==> config.mk <==
export PLATFORM = sky130hd
export DESIGN_NAME = uart_tx_arbiter
export DESIGN_NICKNAME = d
export VERILOG_FILES = /design/src/rtl/uart_tx_arbiter.sv
export SDC_FILE = /design/constraint.sdc
export NUM_CORES = 1
export LEC_CHECK = 0
export CORE_ASPECT_RATIO = 0.7
export CORE_MARGIN = 4
export CORE_UTILIZATION = 35
export DETAILED_ROUTE_END_ITERATION = 8
export PLACE_DENSITY_LB_ADDON = 0.15
export SYNTH_ARGS = -nofsm -noshare
export SYNTH_HDL_FRONTEND = slang
export SYNTH_SLANG_ARGS = --single-unit
==> constraint.sdc <==
create_clock -name clk_i -period 2.1 [get_ports clk_i]
set_clock_uncertainty 0.05 [all_clocks]
set_input_delay 0.42 -clock clk_i [delete_from_list [all_inputs] [get_ports clk_i]]
set_output_delay 0.42 -clock clk_i [all_outputs]
set_load 0.005 [all_outputs]
==> src/rtl/uart_tx_arbiter.sv <==
// Round-robin, message-granular arbiter sharing one UART TX FIFO write port.
// Optional per-message ASCII source tag byte: define UART_TX_ARB_SRC_TAG_EN.
module uart_tx_arbiter #(
  parameter int NUM_REQ     = 4,
  parameter int MAX_MSG_LEN = 64
) (
  input  logic                 clk_i,
  input  logic                 rst_n_i,
  input  logic [NUM_REQ-1:0]   req_valid_i,
  input  logic [8*NUM_REQ-1:0] req_data_i,
  input  logic [NUM_REQ-1:0]   req_last_i,
  output logic [NUM_REQ-1:0]   req_ready_o,
  output logic                 fifo_wr_o,
  output logic [7:0]           fifo_data_o,
  input  logic                 fifo_full_i,
  output logic [NUM_REQ-1:0]   grant_o,
  output logic                 busy_o,
  output logic                 forced_rel_o
);

  localparam int unsigned NR = NUM_REQ;
  localparam int IW = (NUM_REQ > 1) ? $clog2(NUM_REQ) : 1;

`ifdef UART_TX_ARB_SRC_TAG_EN
  typedef enum logic [1:0] {IDLE, TAG, XFER} state_t;
`else
  typedef enum logic {IDLE, XFER} state_t;
`endif

  state_t          state_q, state_d;
  logic [IW-1:0]   gnt_idx_q, gnt_idx_d;
  logic [IW-1:0]   rr_ptr_q, rr_ptr_d;
  logic [7:0]      count_q, count_d;
  logic            forced_q, forced_d;

  logic [IW-1:0]      pick_idx;
  logic [IW-1:0]      next_ptr;
  logic [NUM_REQ-1:0] gnt_oh;
  logic               gnt_valid;
  logic               gnt_last;
  logic [7:0]         gnt_data;

  always_ff @(posedge clk_i or negedge rst_n_i) begin
    if (!rst_n_i) begin
      state_q   <= IDLE;
      gnt_idx_q <= '0;
      rr_ptr_q  <= '0;
      count_q   <= '0;
      forced_q  <= 1'b0;
    end else begin
      state_q   <= state_d;
      gnt_idx_q <= gnt_idx_d;
      rr_ptr_q  <= rr_ptr_d;
      count_q   <= count_d;
      forced_q  <= forced_d;
    end
  end

  // First valid source scanning upward from the RR pointer, with wrap.
  always_comb begin
    logic        found;
    int unsigned idx;
    found    = 1'b0;
    idx      = 0;
    pick_idx = '0;
    for (int unsigned k = 0; k < NR; k++) begin
      idx = (32'(rr_ptr_q) + k) % NR;
      if (!found && req_valid_i[IW'(idx)]) begin
        found    = 1'b1;
        pick_idx = IW'(idx);
      end
    end
  end

  always_comb begin
    gnt_valid = 1'b0;
    gnt_last  = 1'b0;
    gnt_data  = '0;
    for (int unsigned i = 0; i < NR; i++) begin
      if (IW'(i) == gnt_idx_q) begin
        gnt_valid = req_valid_i[i];
        gnt_last  = req_last_i[i];
        gnt_data  = req_data_i[8*i +: 8];
      end
    end
  end

  assign gnt_oh   = (state_q != IDLE) ? (NUM_REQ'(1) << gnt_idx_q) : '0;
  assign next_ptr = (gnt_idx_q == IW'(NUM_REQ - 1)) ? '0 : gnt_idx_q + 1'b1;

  always_comb begin
    state_d     = state_q;
    gnt_idx_d   = gnt_idx_q;
    rr_ptr_d    = rr_ptr_q;
    count_d     = count_q;
    forced_d    = 1'b0;
    req_ready_o = '0;
    fifo_wr_o   = 1'b0;
    fifo_data_o = '0;
    case (state_q)
      IDLE: begin
        if (|req_valid_i) begin
          gnt_idx_d = pick_idx;
          count_d   = '0;
`ifdef UART_TX_ARB_SRC_TAG_EN
          state_d   = TAG;
`else
          state_d   = XFER;
`endif
        end
      end
`ifdef UART_TX_ARB_SRC_TAG_EN
      TAG: begin
        if (!fifo_full_i) begin
          fifo_wr_o   = 1'b1;
          fifo_data_o = 8'h30 + 8'(gnt_idx_q);
          state_d     = XFER;
        end
      end
`endif
      XFER: begin
        if (!fifo_full_i) begin
          req_ready_o = gnt_oh;
          if (gnt_valid) begin
            fifo_wr_o   = 1'b1;
            fifo_data_o = gnt_data;
            count_d     = count_q + 8'd1;
            // A last byte landing on the length limit is a normal release.
            if (gnt_last || (count_q == 8'(MAX_MSG_LEN - 1))) begin
              state_d  = IDLE;
              rr_ptr_d = next_ptr;
              forced_d = !gnt_last;
            end
          end
        end
      end
      default: state_d = IDLE;
    endcase
  end

  assign grant_o      = gnt_oh;
  assign busy_o       = (state_q != IDLE);
  assign forced_rel_o = forced_q;

endmodule

==> summary.txt <==
cell area after synthesis: 1250 µm²
Wirelength per Cell: 17.8 µm
maxcap violations: 0
Worst Path Arrival: 1940 ps
worst slew pin tran: 634 ps
min-delay src: count_q[2]
Num CTS Buffers: 3
Chip Height: 58 µm
vias in the first global route: 1522
DRC violations left: 0
DIE AREA: 4610 µm²
Detailed Place HPWL: 3.67 mm
layout cells sized above 1: 0.404
fin cells: 282
first-pass GRT wire length: 7.82 mm
register area share after synthesis: 0.280
number of flops mapped to enable cells by yosys: 0
largest net degree at the start of global routing: 21
drt pass-1 iters: 4
Syn Nets: 190
htree depth: 1
failing checks: setup timing
minimum clock period: 2410 ps
post-DR vias/cell: 5.44
CP Launch Point: gnt_idx_q[1]
row cnt: 17
asr flop ratio synth: 1.00
post-synth top area share: 0.280
worst-case reg-to-reg path depth: 6
RD Place Congestion: 0.795
Hold WS: 471 ps
VDD IR max: 0.804 mV
hold buffer count at cts: 0
# placed instances: 266
top fanout value on the critical path: 4
Synth warnings: 0
Horiz. Die Dim: 79.4 µm
post-synthesis cell type count: 44
CTS tree: built
crit path kind: reg -> out
RSZ-0062 raised after global routing: true
CTS Sinks: 14
post-synthesis cell count: 142
main area contributors after synthesis: dfrtp_1 28%, a221o_1 7.2%, ha_1 5.0%
max_slew headroom: 0.576
Initial Utilization: 0.382
core outline area: 3280 µm²
#FFs+latches synth: 14
IO Port Bufs: 61
clock transition at the registers of the reported paths: 60 ps
clk buf depth: 2
crit start category: register
Critical Path RT: 1630 ps
reg2reg end: rr_ptr_q[1]
register-to-register setup slack: -10 ps
final worst setup slack: -313 ps
leading area contributor after synthesis: dfrtp_1
First DRT Iteration DRCs: 120
fill count: 258
Vias: 1535
Root Buffer Master: clkbuf_8
initial antenna violation count: 0
antenna-violating nets left: 0
R2R Path Start: gnt_idx_q[1]
total track usage: 0.218
Layout Nets: 284
Final Hold Fails: 0
grt total ovfl: 0
I/O pin count: 62
antenna cells: 0
crit path to: fifo_data_o[6]
maximum clock frequency: 414 MHz
status: complete, but fails checks
Primary FF master, synth: dfrtp_1
Worst Hold Class: reg -> reg
P_leak: 0.990 nW
total power density per cell area: 1120 nW/µm²
Max Slew Vio Count: 0
crit path capture type: output pin
clk_lat worst skew: 250 ps
final wirelength: 5.03 mm
Avg Cell Area, Syn: 8.80 µm²
Layout area overhead: 87.5%
period utilisation layout: 1.15
dpl ws: -527 ps
final setup vio count: 13
layer usage:
| layer | track usage | vias to the layer above | part of all wire |
|---|---|---|---|
| met4 | 0.0662 | 0 | 0.016 |
| met2 | 0.350 | 57 | 0.50 |
| li1 | - | 720 | - |
| met1 | 0.292 | 745 | 0.43 |
| met5 | 0 | - | 0 |
| met3 | 0.0512 | 13 | 0.062 |
state kept, by name (all words and copies together), names as in the netlist:
name          cells
busy_o            1
forced_rel_o      1
gnt_idx_q         2
count_q           8
rr_ptr_q          2
critical path: stages (launching register included):
cell	delay, ps
dfrtp_2	470
ha_4	200
or2_4	240
a221o_1	360
nand2_4	140
buf_6	120
a21oi_1	40
buf_2	130
cells in the mapped netlist, types with 2 or more instances:
| master | n |
|---|---|
| dfrtp_1 | 14 |
| nand2_1 | 14 |
| nand3_1 | 12 |
| a21oi_1 | 10 |
| a221o_1 | 9 |
| nand2b_1 | 9 |
| and2_2 | 8 |
| ha_1 | 5 |
| inv_1 | 5 |
| mux2i_1 | 4 |
| buf_4 | 3 |
| clkbuf_1 | 3 |
| nor3b_1 | 3 |
| o21ai_0 | 3 |
| a2111oi_0 | 2 |
| a211oi_1 | 2 |
| a21o_1 | 2 |
| mux2_2 | 2 |
| nor2_1 | 2 |
| nor4_1 | 2 |
| o211ai_1 | 2 |
| o311ai_0 | 2 |
| o31ai_1 | 2 |
| or4_1 | 2 |
repair_timing:
item	4_1_cts	5_1_grt
gates resized for setup	68	27
buffers inserted	11	0
endpoints found under the setup margin	21	21
pin swaps	6	2
gates cloned	1	0
power breakdown:
part           total [W]  switching, W  internal (W)
clock           0.000269      0.000102      0.000166
combinational    0.00191      0.000899       0.00101
sequential      0.000451      0.000107      0.000343
stage by stage:
stage / TNS [ps] / total power, W / utilization / instance area (µm²)
after floorplan: 0 / 0.00123 / - / 1260
after global placement: -5490 / 0.00191 / 0.626 / 2050
after detailed placement: -6360 / 0.00196 / 0.626 / 2050
after CTS: -2550 / 0.00247 / 0.688 / 2250
after global routing: -3750 / 0.00279 / 0.715 / 2340
final: -2860 / 0.00263 / 0.715 / 2340
kinds of logic after synthesis:
kind of cell    count (synthesis)  synth area share
flops                          14             0.280
compound gates                 41             0.271
mux                             6            0.0501
buf+inv                        14            0.0581
fa+ha+maj                       5            0.0501
simple gates                   62             0.290
worst min path at each step:
stage / slack (ps) / cells past startpoint / end
6_report: 470 / 1 / count_q[2]
3_3_place_gp: 450 / 1 / count_q[6]
2_1_floorplan: 70 / 0 / busy_o
5_1_grt: 490 / 1 / count_q[2]
3_5_place_dp: 460 / 1 / count_q[2]
4_1_cts: 470 / 1 / count_q[2]
final cells by class:
| class | count | area (µm²) | area share |
|---|---|---|---|
| Clock buffer | 4 | 55.1 | 0.0235 |
| Inverter | 6 | 30.0 | 0.0128 |
| Multi-Input combinational cell | 115 | 1010 | 0.429 |
| Sequential cell | 14 | 353 | 0.151 |
| Tap cell | 47 | 58.8 | 0.0251 |
| Timing Repair Buffer | 96 | 841 | 0.359 |
cells in the final DEF (no fill, tap or decap), types with 3 or more instances in the layout:
cell,n
clkdlybuf4s50_1,46
buf_4,29
nand2_1,14
nand3_1,12
dfrtp_1,12
a221o_1,9
nand2b_1,9
and2_2,8
buf_2,8
a21oi_2,7
mux2i_1,4
ha_4,4
clkbuf_8,4
clkbuf_2,4
buf_6,4
inv_4,3
a21oi_1,3
nor3b_1,3
inv_1,3
o21ai_0,3
Power figures use the tool's default switching activity.
